===== config.mk =====
export PLATFORM = sky130hd
export DESIGN_NAME = light_pattern_decoder
export DESIGN_NICKNAME = d
export VERILOG_FILES = /design/src/rtl/light_pattern_decoder.sv
export SDC_FILE = /design/constraint.sdc
export NUM_CORES = 1
export LEC_CHECK = 0
export CORE_UTILIZATION = 45
export DETAILED_ROUTE_END_ITERATION = 12
export PLACE_DENSITY = 0.65
export SLEW_MARGIN = 10
export SYNTH_ARGS = -nofsm -noshare
export SYNTH_HDL_FRONTEND = slang
export SYNTH_SLANG_ARGS = --single-unit

===== constraint.sdc =====
create_clock -name clk -period 4.1 [get_ports clk]
set_input_delay 0.82 -clock clk [delete_from_list [all_inputs] [get_ports clk]]
set_output_delay 0.82 -clock clk [all_outputs]
set_load 0.1 [all_outputs]

===== src/rtl/light_pattern_decoder.sv =====
// light_pattern_decoder
//    Watches a stream of 3-bit string-light frames and works out which
//    lighting mode produced them: calm, right-to-left or left-to-right.
//    A mode is reported once LOCK_COUNT consecutive frame-to-frame
//    transitions agree on the same class. Illegal frames and illegal
//    transitions between legal frames raise a one-cycle error pulse.
//
// Ports
//    clk          system clock, all state updates on posedge
//    reset        asynchronous, active-high, clears all state
//    frame        LED frame, bit2 = leftmost LED
//    frame_valid  frame sampled on posedge when high
//    mode         00 none, 01 calm, 10 right-to-left, 11 left-to-right
//    locked       high while mode is valid
//    mode_change  one-cycle pulse when mode becomes a different nonzero value
//    error        one-cycle pulse on an illegal frame or illegal transition
module light_pattern_decoder #(
   parameter int unsigned LOCK_COUNT = 3
) (
   input  logic       clk,
   input  logic       reset,
   input  logic [2:0] frame,
   input  logic       frame_valid,
   output logic [1:0] mode,
   output logic       locked,
   output logic       mode_change,
   output logic       error
);

   localparam int unsigned SW = $clog2(LOCK_COUNT + 1);
   localparam logic [SW-1:0] LOCK_MAX = SW'(LOCK_COUNT);
   localparam logic [SW-1:0] STREAK_ONE = SW'(1);

   typedef enum logic [1:0] {
      ST_EMPTY,
      ST_TRACK,
      ST_LOCKED
   } state_t;

   // Class encoding doubles as the mode output encoding.
   typedef enum logic [1:0] {
      CL_NONE = 2'b00,
      CL_CALM = 2'b01,
      CL_R2L  = 2'b10,
      CL_L2R  = 2'b11
   } cls_t;

   state_t        state_q, state_d;
   logic [2:0]    prev_frame_q, prev_frame_d;
   cls_t          cand_q, cand_d;
   logic [SW-1:0] streak_q, streak_d;
   cls_t          mode_q, mode_d;
   logic          locked_q, locked_d;
   logic          mode_change_q, mode_change_d;
   logic          error_q, error_d;

   logic          frame_legal;
   logic          frame_repeat;
   cls_t          trans_cls;
   logic [SW-1:0] streak_next;

   always_comb begin
      frame_legal  = frame inside {3'b101, 3'b010, 3'b100, 3'b001};
      frame_repeat = (frame == prev_frame_q);
      case ({prev_frame_q, frame})
         6'b101_010, 6'b010_101:             trans_cls = CL_CALM;
         6'b001_010, 6'b010_100, 6'b100_001: trans_cls = CL_R2L;
         6'b100_010, 6'b010_001, 6'b001_100: trans_cls = CL_L2R;
         default:                            trans_cls = CL_NONE;
      endcase
   end

   always_comb begin
      state_d       = state_q;
      prev_frame_d  = prev_frame_q;
      cand_d        = cand_q;
      streak_d      = streak_q;
      mode_d        = mode_q;
      locked_d      = locked_q;
      mode_change_d = 1'b0;
      error_d       = 1'b0;
      streak_next   = streak_q;

      if (frame_valid) begin
         if (!frame_legal) begin
            // prev_frame deliberately kept: EMPTY overwrites it on the next legal frame.
            error_d  = 1'b1;
            state_d  = ST_EMPTY;
            cand_d   = CL_NONE;
            streak_d = '0;
            mode_d   = CL_NONE;
            locked_d = 1'b0;
         end else begin
            case (state_q)
               ST_EMPTY: begin
                  prev_frame_d = frame;
                  state_d      = ST_TRACK;
                  cand_d       = CL_NONE;
                  streak_d     = '0;
               end
               ST_TRACK, ST_LOCKED: begin
                  if (frame_repeat) begin
                     // repeats leave everything untouched
                  end else if (trans_cls == CL_NONE) begin
                     error_d      = 1'b1;
                     prev_frame_d = frame;
                     state_d      = ST_TRACK;
                     cand_d       = CL_NONE;
                     streak_d     = '0;
                     mode_d       = CL_NONE;
                     locked_d     = 1'b0;
                  end else begin
                     prev_frame_d = frame;
                     if (state_q == ST_LOCKED && trans_cls == cand_q) begin
                        // same class while locked: streak already saturated
                     end else begin
                        // A class change while locked restarts the streak at one,
                        // which relocks at once when LOCK_COUNT is 1.
                        if (state_q == ST_TRACK && trans_cls == cand_q)
                           streak_next = streak_q + STREAK_ONE;
                        else
                           streak_next = STREAK_ONE;
                        streak_d = streak_next;
                        cand_d   = trans_cls;
                        if (streak_next == LOCK_MAX) begin
                           state_d       = ST_LOCKED;
                           mode_d        = trans_cls;
                           locked_d      = 1'b1;
                           mode_change_d = 1'b1;
                        end else begin
                           state_d  = ST_TRACK;
                           mode_d   = CL_NONE;
                           locked_d = 1'b0;
                        end
                     end
                  end
               end
               default: begin
                  state_d = ST_EMPTY;
               end
            endcase
         end
      end
   end

   always_ff @(posedge clk or posedge reset) begin
      if (reset) begin
         state_q       <= ST_EMPTY;
         prev_frame_q  <= '0;
         cand_q        <= CL_NONE;
         streak_q      <= '0;
         mode_q        <= CL_NONE;
         locked_q      <= 1'b0;
         mode_change_q <= 1'b0;
         error_q       <= 1'b0;
      end else begin
         state_q       <= state_d;
         prev_frame_q  <= prev_frame_d;
         cand_q        <= cand_d;
         streak_q      <= streak_d;
         mode_q        <= mode_d;
         locked_q      <= locked_d;
         mode_change_q <= mode_change_d;
         error_q       <= error_d;
      end
   end

   assign mode        = mode_q;
   assign locked      = locked_q;
   assign mode_change = mode_change_q;
   assign error       = error_q;

endmodule

## Yosys cells after proc, flatten, opt, wreduce, memory -nomap -nowiden

Index checks and enable logic that the tools add are counted.

- Flip-flop bits (word level): 14
- Input port bits: 6
- Output and inout port bits: 5
- Logic and storage cells: 96

- Add/subtract/negate cells: 1
- Equality and inequality tests: 24
- Mux-type cells: 49
- Reductions and logical operators: 14

Operator list:

| cell | count |
|---|---|
| two-way mux 2 bit | 26 |
| equality test 6 x 5 -> 1 bit (second input constant) | 3 |
| equality test 6 bit (second input constant) | 3 |
| two-way mux 1 bit | 17 |
| equality test 6 x 4 -> 1 bit (second input constant) | 2 |
| case mux 2 bit (2 select lines) | 3 |
| AND reduction 4 bit | 3 |
| equality test 3 bit (second input constant) | 2 |
| inequality test 3 bit (second input constant) | 2 |
| case mux 2 bit (3 select lines) | 1 |
| case mux 3 bit (2 select lines) | 1 |
| OR reduction 3 bit | 2 |
| equality test 2 bit (second input constant) | 2 |
| logical NOT 2 bit | 2 |
| inequality test 2 bit (second input constant) | 2 |
| inequality test 4 bit (second input constant) | 1 |
| nonzero test 4 bit | 1 |
| OR reduction 2 bit | 2 |
| equality test 3 x 1 -> 1 bit (second input constant) | 1 |
| equality test 3 x 2 -> 1 bit (second input constant) | 1 |
| equality test 3 bit | 1 |
| two-way mux 3 bit | 1 |
| inequality test 3 x 1 -> 1 bit (second input constant) | 1 |
| AND reduction 3 bit | 1 |
| 6 further kinds | 7 |

## Longest topological paths before layout

Gate-level depths: netlist of run 1.

- Depth in word-level cells: 20
- Depth in mapped cells: 9
- Depth with buffers taken out: 8

## Least setup slack after synthesis of run 1

Ideal clock, no wire load.

- Path kind: input-to-reg
- From: input port frame[1]
- To: register state_q[0]
- Library setup time: 0.144 ns
- Arrival: 2.624 ns
- Data required time: 3.956 ns
- Slack: 1.333 ns
- Stages: 8
- Path buffers: 1
- Cell sequence: or4b_1 a21o_1 a31oi_1 o21ai_1 or4_1 buf_2 o31ai_1 o21ai_0

- Cells in the longest elaborated chain, start to end: 19
- Elaborated cells between the ends (all ways): 39
- Those cells by class: eq/ne (17); mux (14); reduce/logical (8)

RTL lines:

| item | line | text |
|---|---|---|
| from (decl) | 22 | `input logic [2:0] frame,` |
| equality test 6 bit (tied with other cells) | 65 | `case ({prev_frame_q, frame})` |
| OR reduction 3 bit or OR reduction 2 bit (tied branches) | 65 |  |
| case mux 2 bit (3 select lines) | 65 |  |
| equality test 2 bit | 114, 119 |  |
| logical AND 1 bit | 119 | `if (state_q == ST_TRACK && trans_cls == cand_q)` |
| two-way mux 2 bit | 119 |  |
| two-way mux 2 bit | 114 | `if (state_q == ST_LOCKED && trans_cls == cand_q) begin` |
| two-way mux 2 bit | 104 | `end else if (trans_cls == CL_NONE) begin` |
| [... 3 more ...] | - |  |
| two-way mux 2 bit | 84 | `if (frame_valid) begin` |
| equality test 2 bit | 125 | `if (streak_next == LOCK_MAX) begin` |
| two-way mux 2 bit | 125 |  |
| two-way mux 2 bit | 114 |  |
| two-way mux 2 bit | 104 |  |
| two-way mux 2 bit | 102 | `if (frame_repeat) begin` |
| case mux 2 bit (2 select lines) | 94 | `case (state_q)` |
| two-way mux 2 bit | 85 | `if (!frame_legal) begin` |
| to (signal assigned) | 157 | `state_q <= state_d;` |
| to (decl) | 48 | `state_t state_q, state_d;` |

Parallel ways exist; a longest one is shown, timed or not. The select of a mux whose other input is x is not followed.
A chain may end at the register's enable or synchronous reset.

## Worst setup path in the final report of run 1

- From: input port frame[0]
- To: register state_q[0]

The elaborated chain is that of the path after synthesis.

==> flow_summary.ini, run 1 <==
[clock_tree]
cts_hold_buf = 0
cts.sinks = 14
cts_max_level = 1
cts_resized = 0
post_cts_buffers = 0
cts.path.max_buffers = 2
insertion_delay_ns = 0.28
clk_pin_slew_worst_paths_ns = 0.08
cts_tree = yes
cts-root-buf = clkbuf_4
cts_made_buffers = 3

[power]
internal_power_w = 0.000243
fin_total_pwr_w = 0.000405
power.density_nw_per_um2 = 323
power_leakage_nw = 0.490
power_frac_seq_pct = 43.6
pwr-share-comb_pct = 37.2
switching_share_pct = 40.0
p_clk_share_pct = 19.1
vdd_drop_max_uv = 274
switchingPower_w = 0.000162

[grt]
grt_pass1_wl_mm = 3.86
grt_max_degree = 15
overflow = 0
antenna_found_initial = 0
grt_pass1_vias = 885
gr-usage-all-layers_pct = 19.4

[floorplanning]
row_count = 17
core_area_sq_um = 2280
die_area_sq_um = 2680
die_w_um = 51.8
die_y_um = 51.8
start_util_pct = 49.0
io_pins = 11

[setup_path]
cp_common_cell = or4_1
crit_type = in -> reg
critPathBufInv = 1
required_ns = 4.24
worst-path-max-fanout = 12
path_delay_family = simple AND/OR/NAND/NOR gates
crit_chain = clkdlybuf4s50_1 -> nand2b_1 -> or4_1 -> a31oi_1 -> o21ai_1 -> or4_1 -> o31ai_1 -> o21ai_0
slowest_delay_ns = 0.59
cp-end-kind = flip-flop
worstPathArrival_ns = 3.57
cp-start-kind = primary input
crit_slowest_cell = clkdlybuf4s50_1

[finish]
drive_gt1_share_pct = 9.35
syn2layout_area_growth_pct = 12.6
nets = 151
diodes = 0

[place]
routabilityCongestion = 0.872
place.detailed.hpwl_mm = 1.77
numPortBuffers = 10
pre_cts_ws_ns = 0.413

[run]
maxCapViolCount = 0

[sta]
final.setup.tns_ns = 0
finalSetupViolations = 0
rsz0062_at_grt = false
holdWs_ns = 0.490
max_freq_mhz = 292
max_slew.worst_pin.slew_ns = 0.966
hold_viol = 0
min_period_ns = 3.43
skew_ns = 0.00243
setup_slack_ns = 0.674
fin_crit_sh_pct = 83.6
slew_violations = 0
maxSlewHeadroom_pct = 35.4

[synthesis]
synth_area_sq_um = 1110
yosysSeqAreaShare_pct = 31.4
synthTopCellsByArea = dfrtp_1 31%, nand2_1 4.7%, ha_1 4.5%, mux2_2 4.0%, nand2b_1 3.4%
synth_top_flop_cell = dfrtp_1
synth_cells = 131
synth_top_area_share_pct = 31.4
synth_seq_cells = 14
synth.distinct_cells = 45
synth_area_per_cell_sq_um = 8.51
yosys_warnings = 0
synth_top_area_cell = dfrtp_1
syn_nets = 141
synth-async-reset-ratio_pct = 100
synth-edff-count = 0

[route]
route.vias.total = 996
drc = 0
drt_iter0_drc = 21
detail-route-antenna-nets = 0
vias_per_cell = 5.96
wl_per_cell_um = 14.1
drtPass1Iterations = 4
wl_mm = 2.35

[hold_path]
hold_class = reg -> reg

[outcome]
status = completed
-- metal layers --
metal  track usage, %  wire, um
met1             26.3      1100
met2             30.7      1160
met3             5.56        78
met4             4.05        12
met5                0         0
-- power groups by stage --
| stage | clock network [W] | logic (W) | registers [W] |
|---|---|---|---|
| global placement | 0 | 0.000148 | 0.000178 |
| detailed placement | 0 | 0.000149 | 0.000179 |
| floorplan | 0 | 0.000121 | 0.000173 |
| global route | 0.0000837 | 0.000168 | 0.000179 |
| CTS | 0.0000801 | 0.000150 | 0.000176 |
| finish | 0.0000776 | 0.000151 | 0.000177 |
-- flip-flops by register name, indices dropped and copies added (netlist names) --
name	cells
mode_change	1
prev_frame_q	3
mode	2
error	1
locked	1
cand_q	2
state_q	2
streak_q	2
-- per-stage QoR --
stage          instances  instance area (sq um)  utilization [%]
2_1_floorplan        131                   1110                -
6_report             167                   1250             55.1
3_3_place_gp         164                   1230             54.2
3_5_place_dp         164                   1230             54.2
4_1_cts              167                   1250             55.1
5_1_grt              167                   1250             55.1
-- layout make-up --
class | count | area, sq um
fill | 193 | 1020
multi-input combinational | 102 | 702
sequential | 14 | 350
timing repair buffer | 12 | 115
tap | 28 | 35.0
inverter | 8 | 30.0
clock buffer | 3 | 22.5
-- layout by cell type (no fill, tap or decap), types with 3 or more instances in the layout --
master           instances
nand2_1                 14
dfrtp_1                 14
nor2_1                  10
clkdlybuf4s50_1         10
inv_1                    8
nand2b_1                 6
nor3_1                   6
a21oi_1                  6
o31ai_1                  5
xor2_1                   4
or4_1                    4
mux2_2                   4
o21ai_0                  4
ha_1                     4
clkbuf_4                 3
-- cells in the mapped netlist (all sizes together), types with 2 or more instances --
cell	instances
dfrtp	14
nand2	14
nor2	10
inv	8
nand2b	7
a21oi	6
nor3	6
o21ai	6
o31ai	5
clkbuf	4
ha	4
mux2	4
or4	4
xor2	4
buf	3
a211oi	2
a31oi	2
nor2b	2
nor4	2
nor4b	2
o211ai	2
-- worst paths after layout --
path	start	endpoint	slack [ns]	cells after the start
min in group asynchronous	reset	mode[0]	0.87	2
worst max-delay path	frame[0]	state_q[0]	0.67	8
worst min-delay path	cand_q[1]	cand_q[1]	0.49	2
worst max register to register	prev_frame_q[2]	state_q[0]	1.35	7
worst min register to register	cand_q[1]	cand_q[1]	0.49	2
max in group asynchronous	reset	mode_change	2.88	2
-- worst reg2reg max path, cell delays in order, from the launching register on --
cell and delay [ns]:
dfrtp_1 0.50, or4b_1 0.59, a21o_1 0.20, a31oi_1 0.21
o21ai_1 0.15, or4_1 0.57, o31ai_1 0.29, o21ai_0 0.12
-- logic make-up after synthesis --
| kind of cell | Yosys count | synth area share [%] |
|---|---|---|
| flip-flops | 14 | 31.4 |
| XOR/XNOR | 5 | 3.93 |
| buffers and inverters | 15 | 5.61 |
| AND/OR/NAND/NOR | 55 | 28.6 |
| multiplexers | 4 | 4.04 |
| adder cells (fa/ha/maj) | 4 | 4.49 |
| AO/OA/AOI/OAI | 34 | 21.9 |
Note: power is estimated with default switching activity, not from simulation.
==> run 2, diff against run 1 <==
PLACE_DENSITY = 0.68   (was 0.65)
clock period = 2.75 ns   (was 4.1 ns; I/O delays follow)
==> flow_summary.ini, run 2 (synthesized netlist as in run 1, its figures left out) <==
[setup_path]
worst-path-max-fanout = 12
cp_common_cell = or4_4
crit_chain = nand2b_1 -> or4_4 -> a31oi_4 -> o21ai_2 -> or4_4 -> o31ai_2 -> o21ai_0
cp-end-kind = flip-flop
r2r_cells = 7
required_ns = 2.91
worstPathArrival_ns = 2.75
crit_type = reg -> reg
crit_slowest_cell = or4_4
slowest_delay_ns = 0.59
cp-start-kind = flip-flop

[sta]
fin_crit_sh_pct = 94.3
holdWs_ns = 0.498
hold_viol = 0
slew_violations = 0
max_freq_mhz = 386
min_period_ns = 2.59
final.setup.tns_ns = 0
finalSetupViolations = 0
skew_ns = 0.00156
maxSlewHeadroom_pct = 58.7
max_slew.worst_pin.slew_ns = 0.615
rsz0062_at_grt = false

[finish]
multi_input_area_sq_um = 777
largest_reg_flops = 3
syn2layout_area_growth_pct = 32.3
diodes = 0
register_area_sq_um = 350
regMostFlops = prev_frame_q
layout_commonest_cell = buf_4
drive_gt1_share_pct = 31.0
final.fill_count = 170
nets = 169
final_cell_mix = 23 x buf_4, 14 x nand2_1, 14 x dfrtp_1

[grt]
grt_pass1_wl_mm = 4.52
overflow = 0
grt_max_degree = 15
grt_pass1_vias = 1016
gr-usage-all-layers_pct = 22.8
antenna_found_initial = 0

[clock_tree]
cts.sinks = 14
cts-root-buf = clkbuf_4
cts.path.max_buffers = 2
cts_made_buffers = 3
cts_hold_buf = 0
cts_tree = yes
insertion_delay_ns = 0.29
clk_pin_slew_worst_paths_ns = 0.09
cts_max_level = 1

[outcome]
status = completed

[hold_path]
hold_depth = 2
hold_class = reg -> reg

[floorplanning]
die_area_sq_um = 2680
start_util_pct = 49.0
die_w_um = 51.8
row_count = 17
io_pins = 11
die_y_um = 51.8
core_area_sq_um = 2280

[power]
power.density_nw_per_um2 = 488
vdd_drop_max_uv = 367
power_leakage_nw = 0.640

[route]
wl_per_cell_um = 15.4
wl_mm = 2.87
route.vias.total = 1112
vias_per_cell = 5.98
drt_iter0_drc = 29
drtPass1Iterations = 5
drc = 0
detail-route-antenna-nets = 0

[place]
place.detailed.hpwl_mm = 2.00
numPortBuffers = 10
routabilityCongestion = 0.895

[run]
maxCapViolCount = 0
## run 2: final timing paths
path                                      start     endpoint  slack (ns)
worst min-delay path                  cand_q[1]    cand_q[1]        0.50
min in group asynchronous                 reset       locked        0.61
worst max-delay path            prev_frame_q[1]   state_q[0]        0.16
worst max register to register  prev_frame_q[1]   state_q[0]        0.16
max in group asynchronous                 reset  streak_q[0]        1.78
worst min register to register        cand_q[1]    cand_q[1]        0.50
## run 2: worst max-delay path, delay by kind of cell (launching register included)
family	cells	cell delay, ns
DFF	1	0.53
and+or+nand+nor	3	1.30
AOI/OAI and AO/OA	4	0.62
## run 2: power by group
group	internal, W	total, W	switching, W	leakage [nW]
logic	0.000135	0.000312	0.000177	0.431
clock network	0.0000807	0.000154	0.0000735	0.0210
registers	0.000224	0.000254	0.0000296	0.187
total	0.000440	0.000720	0.000280	0.640
## run 2: cell type report
cell class                 count  share of cell area, %
multi-input combinational    102                   52.7
tap                           28                   2.37
inverter                       8                   2.04
sequential                    14                   23.7
clock buffer                   4                   2.46
timing repair buffer          30                   16.7
## run 2: stage by stage
step	power, W	cells	utilization (%)	instance area [sq um]	setup WS, ns
2_1_floorplan	0.000439	131	-	1110	0.253
3_5_place_dp	0.000534	179	58.5	1330	-0.380
4_1_cts	0.000691	183	60.9	1390	-0.0120
3_3_place_gp	0.000526	179	58.5	1330	-0.342
6_report	0.000720	186	64.8	1480	0.157
5_1_grt	0.000765	186	64.8	1480	0.0536
## run 2: what timing repair did
item | in CTS | in global routing
endpoints found under the setup margin | 7 | 10
pin swaps | 0 | 6
setup buffers | 0 | 2
resized for setup | 3 | 15
cloned | 0 | 1
## run 2: routing by layer
metal	up-vias	track usage [%]	part of all wire, %	wire length, um
met5	-	0	0	0
met4	0	4.50	0.45	13
met3	4	7.02	3.5	101
met2	18	37.7	49	1400
met1	547	29.1	47	1360
li1	543	-	-	-
